<file path="config.mk">
export PLATFORM = sky130hd
export DESIGN_NAME = fast_stage_pipe
export DESIGN_NICKNAME = d
export VERILOG_FILES = /design/src/rtl/fast_stage_pipe.sv
export SDC_FILE = /design/constraint.sdc
export NUM_CORES = 1
export LEC_CHECK = 0
export CAP_MARGIN = 20
export CORE_AREA = 4 4 152 154
export DETAILED_ROUTE_END_ITERATION = 7
export DIE_AREA = 0 0 156 158
export GPL_ROUTABILITY_DRIVEN = 1
export PLACE_DENSITY = 0.73
export SLEW_MARGIN = 20
export SYNTH_ARGS = -nofsm -noshare
export SYNTH_HDL_FRONTEND = slang
export SYNTH_SLANG_ARGS = --single-unit
</file>
<file path="constraint.sdc">
create_clock -name clk -period 3.64 [get_ports clk]
set_clock_uncertainty 0.1 [all_clocks]
set_input_delay 1.092 -clock clk [delete_from_list [all_inputs] [get_ports clk]]
set_output_delay 1.092 -clock clk [all_outputs]
set_load 0.02 [all_outputs]
</file>
<file path="src/rtl/fast_stage_pipe.sv">
// fast_stage_pipe: STAGES cascaded two-entry skid buffers carrying one packet beat per transfer.
// Optional stall/beat performance counters are built when FAST_STAGE_PERF_CNT_EN is defined.

`ifndef FAST_LENGTH_BITS
`define FAST_LENGTH_BITS 8
`endif
`ifndef FAST_MESSAGE_BITS
`define FAST_MESSAGE_BITS 16
`endif
`ifndef PACKET_HEAD_DATA_BITS
`define PACKET_HEAD_DATA_BITS 8
`endif
`ifndef packet_ETX_data_bits
`define packet_ETX_data_bits 8
`endif

module fast_stage_skid #(
   parameter int W = 8
) (
   input  logic         clk,
   input  logic         rst,
   input  logic         flush,
   input  logic         up_valid,
   output logic         up_ready,
   input  logic [W-1:0] up_data,
   output logic         dn_valid,
   input  logic         dn_ready,
   output logic [W-1:0] dn_data
);

   logic         main_v;
   logic         skid_v;
   logic         rdy_q;
   logic [W-1:0] main_d;
   logic [W-1:0] skid_d;

   // rdy_q is the registered "skid empty" flag; it is the only ready seen upstream,
   // so dn_ready never reaches up_ready combinationally.
   always_ff @(posedge clk) begin
      if (rst) begin
         main_v <= 1'b0;
         skid_v <= 1'b0;
         main_d <= '0;
         skid_d <= '0;
         rdy_q  <= 1'b1;
      end else if (flush) begin
         main_v <= 1'b0;
         skid_v <= 1'b0;
         rdy_q  <= 1'b0;
      end else if (rdy_q) begin
         if (!main_v || dn_ready) begin
            main_v <= up_valid;
            if (up_valid) begin
               main_d <= up_data;
            end
         end else if (up_valid) begin
            skid_v <= 1'b1;
            skid_d <= up_data;
            rdy_q  <= 1'b0;
         end
      end else if (skid_v) begin
         if (dn_ready) begin
            main_d <= skid_d;
            main_v <= 1'b1;
            skid_v <= 1'b0;
            rdy_q  <= 1'b1;
         end
      end else begin
         // recovering from a flush: nothing buffered, reopen next cycle
         rdy_q <= 1'b1;
      end
   end

   assign up_ready = rdy_q;
   assign dn_valid = main_v;
   assign dn_data  = main_d;

endmodule

module fast_stage_pipe #(
   parameter int CH     = 3,
   parameter int LEN_W  = `FAST_LENGTH_BITS,
   parameter int MSG_W  = `FAST_MESSAGE_BITS,
   parameter int HEAD_W = `PACKET_HEAD_DATA_BITS,
   parameter int ETX_W  = `packet_ETX_data_bits,
   parameter int STAGES = 1
) (
   input  logic                clk,
   input  logic                rst,
   input  logic                flush,
   input  logic                in_valid,
   output logic                in_ready,
   input  logic [CH-1:0]       in_ch_en,
   input  logic [HEAD_W-1:0]   in_head,
   input  logic [CH*LEN_W-1:0] in_len,
   input  logic [CH*MSG_W-1:0] in_msg,
   input  logic [ETX_W-1:0]    in_etx,
   output logic                out_valid,
   input  logic                out_ready,
   output logic [CH-1:0]       out_ch_en,
   output logic [HEAD_W-1:0]   out_head,
   output logic [CH*LEN_W-1:0] out_len,
   output logic [CH*MSG_W-1:0] out_msg,
   output logic [ETX_W-1:0]    out_etx,
   output logic [31:0]         stall_cnt,
   output logic [31:0]         beat_cnt
);

   localparam int BW = CH + HEAD_W + CH*LEN_W + CH*MSG_W + ETX_W;

   logic [CH*LEN_W-1:0]      len_m;
   logic [CH*MSG_W-1:0]      msg_m;
   logic [BW-1:0]            in_beat;
   logic [STAGES:0]          v_chain;
   logic [STAGES:0]          r_chain;
   logic [STAGES:0][BW-1:0]  d_chain;

   // disabled channels are zeroed once at capture so every stage carries clean data
   always_comb begin
      len_m = '0;
      msg_m = '0;
      for (int i = 0; i < CH; i++) begin
         if (in_ch_en[i]) begin
            len_m[i*LEN_W +: LEN_W] = in_len[i*LEN_W +: LEN_W];
            msg_m[i*MSG_W +: MSG_W] = in_msg[i*MSG_W +: MSG_W];
         end
      end
   end

   assign in_beat         = {in_ch_en, in_head, len_m, msg_m, in_etx};
   assign v_chain[0]      = in_valid;
   assign d_chain[0]      = in_beat;
   assign r_chain[STAGES] = out_ready;

   for (genvar s = 0; s < STAGES; s++) begin : g_stage
      fast_stage_skid #(.W(BW)) u_stage (
         .clk      (clk),
         .rst      (rst),
         .flush    (flush),
         .up_valid (v_chain[s]),
         .up_ready (r_chain[s]),
         .up_data  (d_chain[s]),
         .dn_valid (v_chain[s+1]),
         .dn_ready (r_chain[s+1]),
         .dn_data  (d_chain[s+1])
      );
   end

   // flush and reset close the input immediately, before their edge takes effect
   assign in_ready  = r_chain[0] & ~flush & ~rst;
   assign out_valid = v_chain[STAGES] & ~rst;
   assign {out_ch_en, out_head, out_len, out_msg, out_etx} = d_chain[STAGES];

`ifdef FAST_STAGE_PERF_CNT_EN
   logic [31:0] stall_q;
   logic [31:0] beat_q;

   always_ff @(posedge clk) begin
      if (rst) begin
         stall_q <= '0;
         beat_q  <= '0;
      end else begin
         if (out_valid && !out_ready) begin
            stall_q <= stall_q + 32'd1;
         end
         if (out_valid && out_ready) begin
            beat_q <= beat_q + 32'd1;
         end
      end
   end

   assign stall_cnt = stall_q;
   assign beat_cnt  = beat_q;
`else
   assign stall_cnt = '0;
   assign beat_cnt  = '0;
`endif

endmodule

</file>
# Word level (Yosys, flattened, before mapping)
# Cells that the tools add are included.
# W data, S select, Z words.
[classes] n_reduce_logical=9 mux=26 eq_ne=3 bitwise_logic=6
[ops] op="$mux W91" n=5
[ops] op="$mux W16" n=3
[ops] op="$mux W8" n=3
[ops] op="$mux W1" n=15
[ops] op="$ne A2 B2 Y1 const B" n=3
[ops] op="$reduce_and A5 Y1" n=1
[ops] op="$reduce_and A4 Y1" n=1
[ops] op="$reduce_bool A2 Y1" n=2
[ops] op="$and A1 B1 Y1" n=3
[ops] op="$not A1 Y1" n=3
[ops] op="$reduce_and A3 Y1" n=1
[ops] op="$reduce_and A2 Y1" n=1
[ops] op="$reduce_or A2 Y1" n=1
[ops] op="$logic_not A1 Y1" n=1
[ops] op="$logic_or A1 B1 Y1" n=1
[word_totals] elab_cells=49 regBits=185

# Depth between registers and ports, before layout
[depth] ltp_word=5 depth_mapped=7 ltp_nobuf=4

# Modules after synthesis
# Synthesis repeated with hierarchy kept, for this count alone.
[unflattened] hier_cells=986 area_unflattened_um2=8618.3
[modules_own_cells] module="fast_stage_skid" instances=1 area_per_inst_um2=7569.8 cells_each=841
[modules_own_cells] module="fast_stage_pipe" instances=1 area_per_inst_um2=1048.5 cells_each=145

# Worst setup path after synthesis
# OpenSTA, ideal clock, no wires.
[synth_timing] path_type="input to output" from="input flush" to="output in_ready" slack_ps=587 path_buffers=2 t_arrival_ps=1861 stages=4 cell_sequence="inv_1 > clkbuf_1 > buf_2 > and3_1"
[synth_via] elab_chain_cells=3
[synth_rtl] item="from (decl)" line_no="90" text="input logic flush,"
[synth_rtl] item="$not A1 Y1 (no line)"
[synth_rtl] item="$and A1 B1 Y1 (2 in a row)" line_no="150" text="assign in_ready = r_chain[0] & ~flush & ~rst;"
[synth_rtl] item="to (decl)" line_no="92" text="output logic in_ready,"
# No other way between the ends.

# Final worst setup path
# Ends and elaborated chain as after synthesis.

==> impl_table.tex <==
\begin{tabular}{lr}
\hline
Metric & Value \\
\hline
\multicolumn{2}{l}{\textbf{CTS}} \\
Clk sinks & 185 \\
H-tree lvl count & 4 \\
Post-CTS Resized & 0 \\
Clock tree from TritonCTS & done \\
Number of buffers inserted by post-CTS setup repair & 0 \\
Root buffer selected by CTS & clkbuf\_16 \\
Clock-pin slew on the worst setup and hold paths & 0.06 ns \\
Total clock buffers created by CTS & 17 \\
Number of hold-repair buffers added at the cts stage & 0 \\
Clock tree buffer depth & 2 \\
Later-pin clock latency in the skew report & 0.41 ns \\
\multicolumn{2}{l}{\textbf{Routing}} \\
DRC violations left & 0 \\
Average via count per standard cell & 5.262 \\
Number of design-rule violations left by the first detailed-router iteration & 432 \\
Routed length per placed instance & 15.72 um \\
Drt total wl & 22050 um \\
Vias post-DR & 7378 \\
Count of antenna-violating nets left after detailed routing & 0 \\
First-pass iteration count of the detailed router & 5 \\
\multicolumn{2}{l}{\textbf{Floorplanning}} \\
Area of the die & 0.02465 mm2 \\
Overall die width & 156 um \\
Die Y-Extent & 158 um \\
Number of rows created at floorplan & 54 \\
Boundary pin count & 253 \\
Total core area & 0.02169 mm2 \\
Effective utilization at floorplan & 0.4267 \\
\multicolumn{2}{l}{\textbf{Layout}} \\
\# nets final & 1206 \\
Area occupied by multi-input gates & 0.003965 mm2 \\
Number of inserted filler cells in the final layout & 2119 \\
Fraction of layout cells with a size suffix above 1 & 0.04991 \\
Area Overhead vs Synth & 15.40\% \\
Register Area & 0.003707 mm2 \\
Final non-filler cell area & 0.01068 mm2 \\
Antenna diode count & 0 \\
Most used cells in the layout excluding fill and tap cells & a21oi\_1, dfxtp\_1, clkdlybuf4s50\_1 \\
\multicolumn{2}{l}{\textbf{Critical path}} \\
Critical Setup Path Class & primary input to output port \\
Delay of the slowest cell on the worst path & 0.57 ns \\
Type of origin of the critical path & primary input \\
Critical path cell sequence & clkdlybuf4s50\_1 > inv\_6 > and3\_1 > buf\_4 \\
Required time at the worst-slack endpoint & 2.45 ns \\
Capturing element type of the critical path & output port \\
CP Max Fanout & 2 \\
Arrival time of data at the critical path endpoint & 2.07 ns \\
Critical Path Slowest Stage Cell & clkdlybuf4s50\_1 \\
\multicolumn{2}{l}{\textbf{Synth}} \\
Number of warnings printed during yosys synthesis & 0 \\
Distinct cell type count of the synthesized netlist & 26 \\
Cell count after synthesis & 1098 \\
Primary FF master, synth & dfxtp\_1 \\
Area leader, netlist & dfxtp\_1 \\
Part of the Yosys area used for sequential elements & 0.4002 \\
EDFF count, synth & 0 \\
Number of register bits inferred by synthesis & 185 \\
Portion of synthesized cell area occupied by the leading cell type & 0.4002 \\
Cell Area, Synth & 0.009254 mm2 \\
Largest cells by area after synthesis & dfxtp\_1, buf\_4, a21oi\_1 \\
Average cell area after synthesis & 8.428 um2 \\
Share of async-settable or async-resettable flops after synthesis & 0 \\
\multicolumn{2}{l}{\textbf{Global route}} \\
Via count of the first global-routing pass & 6584 \\
Number of antenna violations at the first check in global routing & 1 \\
Global-route wire length before repair & 34560 um \\
Global-route usage over all layers & 0.1696 \\
Overall overflow remaining after global route & 0 \\
Pin count of the biggest net entering global routing & 185 \\
\multicolumn{2}{l}{\textbf{Outcome}} \\
Status & completed \\
\multicolumn{2}{l}{\textbf{Timing}} \\
Final hold violations & 0 \\
Final period util & 0.8966 \\
Transition at the pin with the smallest max-transition slack & 0.9729 ns \\
Total count of max-transition violations in the final report & 0 \\
Time the worst path needs with I/O delays and setup & 3.264 ns \\
Max transition margin & 0.3514 \\
Finish-stage setup viols & 0 \\
Highest clock frequency the design can meet & 306.4 MHz \\
Final hold slack & 0.3490 ns \\
RSZ-0062 raised after global routing & no \\
PnR worst setup slack & 0.3765 ns \\
Sum of negative setup slack & 0 ns \\
\multicolumn{2}{l}{\textbf{Power and ir drop}} \\
Leakage power & 3.507 nW \\
Overall power & 4.763 mW \\
Switching power & 1.284 mW \\
Power Internal & 3.479 mW \\
Fraction of power consumed by sequential logic & 0.449 \\
Combinational fraction of design power & 0.151 \\
Part of the total power dissipated in the clock network & 0.400 \\
Cell area power density & 446.0 mW/mm2 \\
Worst vdd ir & 271.1 uV \\
Proportion of total power due to net switching & 0.2695 \\
\multicolumn{2}{l}{\textbf{Placed design}} \\
PortBufs & 188 \\
Final weighted congestion in routability-driven placement & 0.7509 \\
HPWL reported at the end of detailed placement & 13250 um \\
Post-placement setup slack & 0.3490 ns \\
Placed instance area & 0.01008 mm2 \\
\multicolumn{2}{l}{\textbf{Job}} \\
MaxCap Viol Count & 0 \\
\multicolumn{2}{l}{\textbf{Min path}} \\
Worst hold-check path type & register to register \\
\hline
\end{tabular}
## cell type report
type                            instances  area share
Clock inverter                         13     0.01582
Multi-Input combinational cell        702      0.3713
Tap cell                              280     0.03281
Timing Repair Buffer                  202      0.1916
Inverter                                2    0.001172
Clock buffer                           18     0.04019
Sequential cell                       185      0.3472
## worst max-delay path, delay by kind of cell
kind,cells,cell delay (ns)
buffers and inverters,3,0.78
AND/OR/NAND/NOR,1,0.19
## registers in the layout, summed over array words and instances (netlist names)
signal / flops
g_stage.u_stage.dn_data: 91
g_stage.u_stage.dn_valid: 1
g_stage.u_stage.skid_d: 91
g_stage.u_stage.skid_v: 1
g_stage.u_stage.up_ready: 1
## final timing paths
path,from,endpoint,slack [ns],cells after the start
worst max-delay path,flush,in_ready,0.38,4
worst min-delay path,g_stage[0].u_stage.skid_d[62],g_stage[0].u_stage.skid_d[62],0.35,2
worst max register to register,g_stage[0].u_stage.up_ready,g_stage[0].u_stage.dn_data[70],1.42,3
worst min register to register,g_stage[0].u_stage.skid_d[62],g_stage[0].u_stage.skid_d[62],0.35,2
## power by group through the flow
stage | Combinational (mW) | Sequential [mW] | Clock (mW)
floorplan | 0.585 | 2.16 | 0
global route | 0.777 | 2.15 | 2.03
finish | 0.721 | 2.14 | 1.90
detailed placement | 0.723 | 2.18 | 0
global placement | 0.717 | 2.18 | 0
CTS | 0.723 | 2.14 | 1.96
## cells in the mapped netlist, types with 2 or more instances
master,number
nand2_1,112
clkbuf_1,45
mux2i_1,19
nor2b_1,74
nand3_1,73
inv_1,2
buf_6,20
buf_2,44
a21oi_1,184
a311oi_1,92
buf_4,160
nand2b_1,2
buf_1,3
dfxtp_1,185
a31oi_1,72
## cells by family after synthesis
group / after synthesis / share of synthesized area
flip-flops: 185 / 0.4002
buffers and inverters: 274 / 0.1982
AND/OR/NAND/NOR: 269 / 0.1439
other: 1 / 0.0004052
AO/OA/AOI/OAI: 350 / 0.2367
multiplexers: 19 / 0.02055
## per-layer routing
metal,vias up,share of wire,GRT usage
met5,-,0.00059,0
met4,2,0.0095,0.05127
met3,15,0.052,0.03445
met2,165,0.49,0.2745
met1,3470,0.45,0.2294
li1,3726,-,-
## through the flow
stage | std cells | utilization
finish | 1402 | 0.4924
global route | 1402 | 0.4924
CTS | 1402 | 0.4924
detailed placement | 1371 | 0.4648
global placement | 1371 | 0.4648
floorplan | 1161 | -
(Power assumes the default switching activity.)
